**config.mk**
```make
export PLATFORM = sky130hd
export DESIGN_NAME = decode_execute_reg
export DESIGN_NICKNAME = d
export VERILOG_FILES = /design/src/rtl/decode_execute_reg.sv
export SDC_FILE = /design/constraint.sdc
export NUM_CORES = 1
export LEC_CHECK = 0
export CAP_MARGIN = 20
export CORE_AREA = 2 2 213 215
export DETAILED_ROUTE_END_ITERATION = 7
export DIE_AREA = 0 0 215 217
export PLACE_DENSITY = 0.68
export REMOVE_ABC_BUFFERS = 1
export SLEW_MARGIN = 10
export SYNTH_ARGS = -nofsm -noshare
export SYNTH_HDL_FRONTEND = slang
export SYNTH_SLANG_ARGS = --single-unit
```
**constraint.sdc**
```tcl
create_clock -name clk -period 2.93 [get_ports clk]
set_input_delay 0.293 -clock clk [delete_from_list [all_inputs] [get_ports clk]]
set_output_delay 0.293 -clock clk [all_outputs]
set_load 0.02 [all_outputs]
```
**src/rtl/decode_execute_reg.sv**
```systemverilog
// decode_execute_reg
//   Decode-to-execute pipeline register with a per-register write scoreboard.
//   Captures register-file read data and control from decode, hands them to
//   execute over a valid/ready handshake, counts in-flight writes per
//   architectural register and stalls decode on read-after-write hazards or
//   when a destination's counter is saturated. A flush squashes the slot.
//
// Ports
//   clk, reset                 clock, synchronous active-high reset
//   idValid                    decode presents an instruction
//   rSel1, rSel2, useOp1/2     source identifiers and their use flags
//   regWrEn, regToWrite        destination write enable and identifier
//   aluCtrl, operand1/2        control field and operand data to capture
//   exReady                    execute consumes the slot this cycle
//   flush                      squash decode and the execute-side slot
//   wbValid, wbReg             writeback retires a register write
//   stall                      decode must hold (combinational)
//   exValid, exOperand1/2,
//   exAluCtrl, exRegWrEn,
//   exRegToWrite               execute-side slot contents
//   scbErr                     sticky: retire seen with zero pending writes

module decode_execute_reg #(
    parameter int registerSize  = 8,
    parameter int vecSize       = 16,
    parameter int selectionBits = 3,
    parameter int ctrlBits      = 6
) (
    input  logic                            clk,
    input  logic                            reset,
    input  logic                            idValid,
    input  logic [selectionBits-1:0]        rSel1,
    input  logic [selectionBits-1:0]        rSel2,
    input  logic                            useOp1,
    input  logic                            useOp2,
    input  logic                            regWrEn,
    input  logic [selectionBits-1:0]        regToWrite,
    input  logic [ctrlBits-1:0]             aluCtrl,
    input  logic [vecSize*registerSize-1:0] operand1,
    input  logic [vecSize*registerSize-1:0] operand2,
    input  logic                            exReady,
    input  logic                            flush,
    input  logic                            wbValid,
    input  logic [selectionBits-1:0]        wbReg,
    output logic                            stall,
    output logic                            exValid,
    output logic [vecSize*registerSize-1:0] exOperand1,
    output logic [vecSize*registerSize-1:0] exOperand2,
    output logic [ctrlBits-1:0]             exAluCtrl,
    output logic                            exRegWrEn,
    output logic [selectionBits-1:0]        exRegToWrite,
    output logic                            scbErr
);

    localparam int NUM_REGS = 2 ** selectionBits;

    logic [1:0]          pending     [NUM_REGS];
    logic [1:0]          pending_nxt [NUM_REGS];
    logic [2:0]          up_cnt      [NUM_REGS];
    logic [2:0]          down_cnt    [NUM_REGS];
    logic [NUM_REGS-1:0] inc;
    logic [NUM_REGS-1:0] dec_wb;
    logic [NUM_REGS-1:0] dec_fl;
    logic                hazard;
    logic                accept;
    logic                wb_err;

    // Source checks use the registered counters: a retire in cycle N only
    // releases a dependent decode in cycle N+1, when the register file has
    // the written data (no forwarding path exists).
    always_comb begin
        hazard = idValid && ((useOp1 && (pending[rSel1] != 2'd0)) ||
                             (useOp2 && (pending[rSel2] != 2'd0)) ||
                             (regWrEn && (pending[regToWrite] == 2'd3)));
        accept = idValid && !hazard && !flush && (!exValid || exReady);
        wb_err = wbValid && (pending[wbReg] == 2'd0);
    end

    // A flushed decode instruction is discarded, so it is not reported as stalled.
    assign stall = idValid && !accept && !flush;

    always_comb begin
        for (int r = 0; r < NUM_REGS; r++) begin
            inc[r]    = accept && regWrEn && (regToWrite == selectionBits'(r));
            dec_wb[r] = wbValid && (wbReg == selectionBits'(r)) && (pending[r] != 2'd0);
            // Undo the increment of a squashed slot; if execute takes it in
            // the same cycle the write is really in flight and must stay counted.
            dec_fl[r] = flush && exValid && !exReady && exRegWrEn &&
                        (exRegToWrite == selectionBits'(r));
            up_cnt[r]   = {1'b0, pending[r]} + {2'b00, inc[r]};
            down_cnt[r] = {2'b00, dec_wb[r]} + {2'b00, dec_fl[r]};
            if (up_cnt[r] <= down_cnt[r]) begin
                pending_nxt[r] = 2'd0;
            end else if ((up_cnt[r] - down_cnt[r]) > 3'd3) begin
                pending_nxt[r] = 2'd3;
            end else begin
                pending_nxt[r] = 2'(up_cnt[r] - down_cnt[r]);
            end
        end
    end

    always_ff @(posedge clk) begin
        if (reset) begin
            for (int r = 0; r < NUM_REGS; r++) begin
                pending[r] <= 2'd0;
            end
            scbErr <= 1'b0;
        end else begin
            for (int r = 0; r < NUM_REGS; r++) begin
                pending[r] <= pending_nxt[r];
            end
            if (wb_err) begin
                scbErr <= 1'b1;
            end
        end
    end

    always_ff @(posedge clk) begin
        if (reset) begin
            exValid      <= 1'b0;
            exOperand1   <= '0;
            exOperand2   <= '0;
            exAluCtrl    <= '0;
            exRegWrEn    <= 1'b0;
            exRegToWrite <= '0;
        end else if (flush) begin
            exValid <= 1'b0;
        end else if (accept) begin
            exValid      <= 1'b1;
            exOperand1   <= operand1;
            exOperand2   <= operand2;
            exAluCtrl    <= aluCtrl;
            exRegWrEn    <= regWrEn;
            exRegToWrite <= regToWrite;
        end else if (exReady) begin
            exValid <= 1'b0;
        end
    end

endmodule

```
Word level (Yosys, flattened, before mapping)
Memory sizes are Yosys's and may differ from the RTL's.
Cells that the tools add are included.
{ "classes": {"eq_ne": 22, "bitwise": 9, "add_sub_neg": 24, "n_mux": 29, "n_reduce_logical": 71, "magnitude_cmp": 16} }
{ "op_table": {"columns": ["operator", "count"], "rows": [
  ["2-bit two-way mux", 24],
  ["1-bit logical AND", 46],
  ["3-bit equality test (second input constant)", 12],
  ["2-bit by 1-bit adder with 3-bit output", 8],
  ["3-bit by 2-bit greater-than comparator with 1-bit output (second input constant)", 8],
  ["3-bit by 2-bit <= comparator with 1-bit output", 8],
  ["3-bit by 2-bit subtractor with 3-bit output", 8],
  ["2-bit nonzero test", 11],
  ["3-bit by 2-bit equality test with 1-bit output (second input constant)", 6],
  ["1-bit by 1-bit adder with 2-bit output", 8],
  ["3-bit by 1-bit equality test with 1-bit output (second input constant)", 3],
  ["3-bit logical NOT", 3],
  ["1-bit bitwise OR", 8],
  ["1-bit logical NOT", 5],
  ["1-bit two-way mux", 5],
  ["1-bit logical OR", 3],
  ["2-bit equality test (second input constant)", 1],
  ["2-bit logical NOT", 1],
  ["2-bit AND reduction", 1],
  ["2-bit OR reduction", 1],
  ["1-bit NOT", 1]
]} }
{ "word_totals": {"wordCells": 179, "ff_bits": 268, "output_inout_bits": 269, "memories": 1, "mem_bits_rw": 16} }
{ "memory_table": {"columns": ["name", "words", "width", "read_ports", "rd_clocked_by_memory_dff", "write_ports", "line_no", "text"], "rows": [
  ["pending", 8, 2, 12, 0, 8, "57", "logic [1:0] pending [NUM_REGS];"]
]} }

Longest topological paths before layout
An unclocked memory read counts as a cell.
{ "depth": {"word_depth": 18, "depth_mapped": 16} }

Least setup slack after synthesis
Ideal clock, no wire load.
{ "synth_path": {"path_kind": "input-to-reg", "start": "input port rSel1[2]", "end": "memory pending[0][0]", "setup_ps": 70, "arrival_time_ps": 3026, "required_ps": 2860, "slack_ps": -166, "stages": 15, "path_cell_list": "buf_2 -> nor4_1 -> a311oi_1 -> a22oi_2 -> o311ai_4 -> buf_2 -> clkbuf_1 -> nor4b_1 -> ha_1 -> inv_1 -> fa_1 -> nor2_1 -> nand2_1 -> a221o_1 -> a21oi_1"} }
{ "synth_rtl": {"columns": ["element", "line_no", "text"], "rows": [
  ["from (decl)", "32", "input logic [selectionBits-1:0] rSel1,"],
  ["to (decl)", "57", null]
]} }

==> results.md <==
- EDFF count, synth: 0
- Worst rel slew slack: 41.0%
- Core area: 44700 sq um
- Worst-Margin Slew: 884 ps
- Setup CP Type: reg2reg
- Num CTS Buffers: 34
- Die Y: 217 microns
- Distinct cell type count after synthesis: 42
- Post-DP HPWL: 31200 microns
- Maximum vdd drop: 448 uV
- Critical Path Source: pending[2][1]$_SDFF_PP0_
- Root Buffer: clkbuf_16
- Tot Pwr: 10600 uW
- Fin. max-slew vios: 0
- Layer with the highest usage: met2
- Final WL: 46500 microns
- Avg WL per Cell: 17.7 microns
- Layout area overhead: 62.5%
- Final hold vios: 0
- DR pass1 iterations: 5
- Crit path required time: 3330 ps
- Fmax: 305 MHz
- Critical Path AT: 3680 ps
- Clk_lat worst skew: 530 ps
- Non-filler cells, final: 2628
- Initial antenna violation count: 0
- Share of cells above drive strength 1: 10.6%
- CTS tree: yes
- CP endpoint kind: flip-flop
- ANT nets after route: 0
- Hold Crit Depth: 4
- Fin worst setup slack: -345 ps
- Async S/R FF share, synth: 0%
- Largest net degree at the start of global routing: 162
- Reg2reg end: pending[0][1]$_SDFF_PP0_
- FF+latch count, synth: 284
- Status: finished, violations left
- Vias: 13300
- Initial DRC count: 1105
- FF-to-FF path depth: 13
- Failing checks: negative setup slack
- DP Cell Count: 2560
- Fin crit period: 3270 ps
- Worst min path class: in2reg
- Synth top area share: 45.8%
- Fin Setup TNS: -2410 ps
- Vias per std cell: 5.07
- Reg-to-reg startpoint: pending[2][1]$_SDFF_PP0_
- Cell area after synthesis: 12400 sq um
- Clock Skews: 20.6 ps
- GRT Residual Overflow: 0
- Cell with the most instances after synthesis: a21oi_1
- Fin crit share: 112%
- N_diodes: 0
- Synth top area cells: dfxtp_1, a21oi_1, nand3_1
- Hold Slack: 298 ps
- Chip Width: 215 microns
- Port-buffer cells: 551
- Number of global-route vias before repair: 12900
- Reg2reg setup slack: -340 ps
- Cts hold-fix bufs: 0
- Number of H-tree levels: 2
- Post-layout util: 45.1%
- Static leakage: 0.00691 uW
- Post-Syn Area per Cell: 8.34 sq um
- Unrepaired setup endpoints after global routing: true
- GRT Total Usage: 18.6%
- Maximum clock path buffer count: 3
- Kind of start point of the critical path: flip-flop
- Synth warn: 0
- Die Footprint: 46700 sq um
- FILL cells: 4294
- Max-Cap Viols: 0
- Cell taking the most area after synthesis: dfxtp_1
- Row Count: 78
- Post-synth top flop: dfxtp_1
- Most frequent cells after synthesis: a21oi_1, dfxtp_1, nand3_1
- Io pins: 552
- Cell area power density: 525 nW/um^2
- Initial core utilization: 27.8%
- Setup crit end: pending[0][1]$_SDFF_PP0_
- Clock transition at path regs: 60 ps
- Final setup fails: 16
- Post-Syn Instances: 1489
- Gpl congestion: 0.868
- Clock Sinks: 284
- Met3 Track Usage GR: 5.62%
- Met1 Resource Use GR: 21.6%
- First-pass GRT wire length: 70400 microns
- Drt drc: 0
- Post-layout net count: 2338
- Seq/Total Area, Yosys: 45.8%
- Critical path fanouts, max: 7
- Met2 Use GR: 31.3%
==> layout by cell type (no fill, tap or decap), types with 9 or more instances in the layout <==
cell,synthesis,routed
clkdlybuf4s50_1,0,548
dfxtp_1,284,275
a21oi_1,286,273
nand3_1,271,270
o21ai_0,228,226
buf_4,3,64
inv_1,52,44
o21ai_1,42,43
clkbuf_16,0,35
ha_1,32,24
nand2_1,20,19
nor2_1,26,16
fa_1,16,16
nor3_1,15,14
a21oi_2,0,13
inv_2,1,9
buf_6,24,9
==> worst min-delay path by stage <==
stage	start	endpoint
final	regToWrite[1]	exRegToWrite[1]$_SDFFE_PP0P_
after global routing	operand2[99]	exOperand2[99]$_SDFFE_PP0P_
after CTS	operand2[108]	exOperand2[108]$_SDFFE_PP0P_
after detailed placement	scbErr$_SDFFE_PP0P_	scbErr$_SDFFE_PP0P_
after global placement	scbErr$_SDFFE_PP0P_	scbErr$_SDFFE_PP0P_
after floorplan	reset	exAluCtrl[0]$_SDFFE_PP0P_
==> what timing repair did <==
action | 4_1_cts | 5_1_grt
gates cloned | 0 | 0
gates resized for setup | 29 | 73
pin swaps | 11 | 23
setup endpoints to repair | 122 | 221
buffers inserted | 5 | 6
==> final cells by class <==
cell class	instances	area [sq um]	area share, %
well taps	600	751	3.72
multi-input cells	1000	6030	29.9
repair buffers	634	6290	31.2
flip-flops and latches	284	5700	28.3
clock buffers	44	940	4.66
clock inverters	13	248	1.23
inverters	53	199	0.987
==> flip-flops by register name, summed over array words and instances (netlist names) <==
name,count
exOperand1,128
exRegToWrite,3
exAluCtrl,6
pending,16
scbErr,1
exValid,1
exRegWrEn,1
exOperand2,128
==> metal layers <==
| layer | up-vias | share of wire, % |
|---|---|---|
| li1 | 6317 | - |
| met1 | 6359 | 39 |
| met2 | 538 | 49 |
| met3 | 109 | 8.7 |
| met4 | 0 | 3.9 |
| met5 | - | 0 |
==> kinds of logic after synthesis <==
kind of cell | count (synthesis) | share of synthesized area [%]
compound gates | 580 | 24.5
xor+xnor | 8 | 0.565
fa+ha+maj | 48 | 5.81
buf+inv | 205 | 8.31
flops | 284 | 45.8
mux | 3 | 0.454
simple gates | 361 | 14.6
==> stage by stage <==
step	instance area [sq um]	setup WS [ps]
after floorplan	11600	-5390
after global placement	18500	-516
after detailed placement	18500	-661
after CTS	19800	-184
after global routing	20200	-451
final	20200	-345
==> worst max-delay path, stage by stage (launching register included) <==
cell      delay [ps]
dfxtp_1          410
nor4_1           290
a311oi_1         100
a22oi_2          210
buf_4            160
o311ai_4         160
buf_4            200
nor4b_4          260
ha_2             250
buf_4            110
ha_1             240
fa_1             440
xor2_1           230
a21oi_1          100
==> power breakdown <==
part           switching [uW]  total (uW)  internal, uW
Sequential               87.1        4130          4040
Clock                    1680        4550          2870
Combinational            1030        1900           870
Total                    2800       10600          7790
No activity file was read; power rests on OpenSTA's default activity.
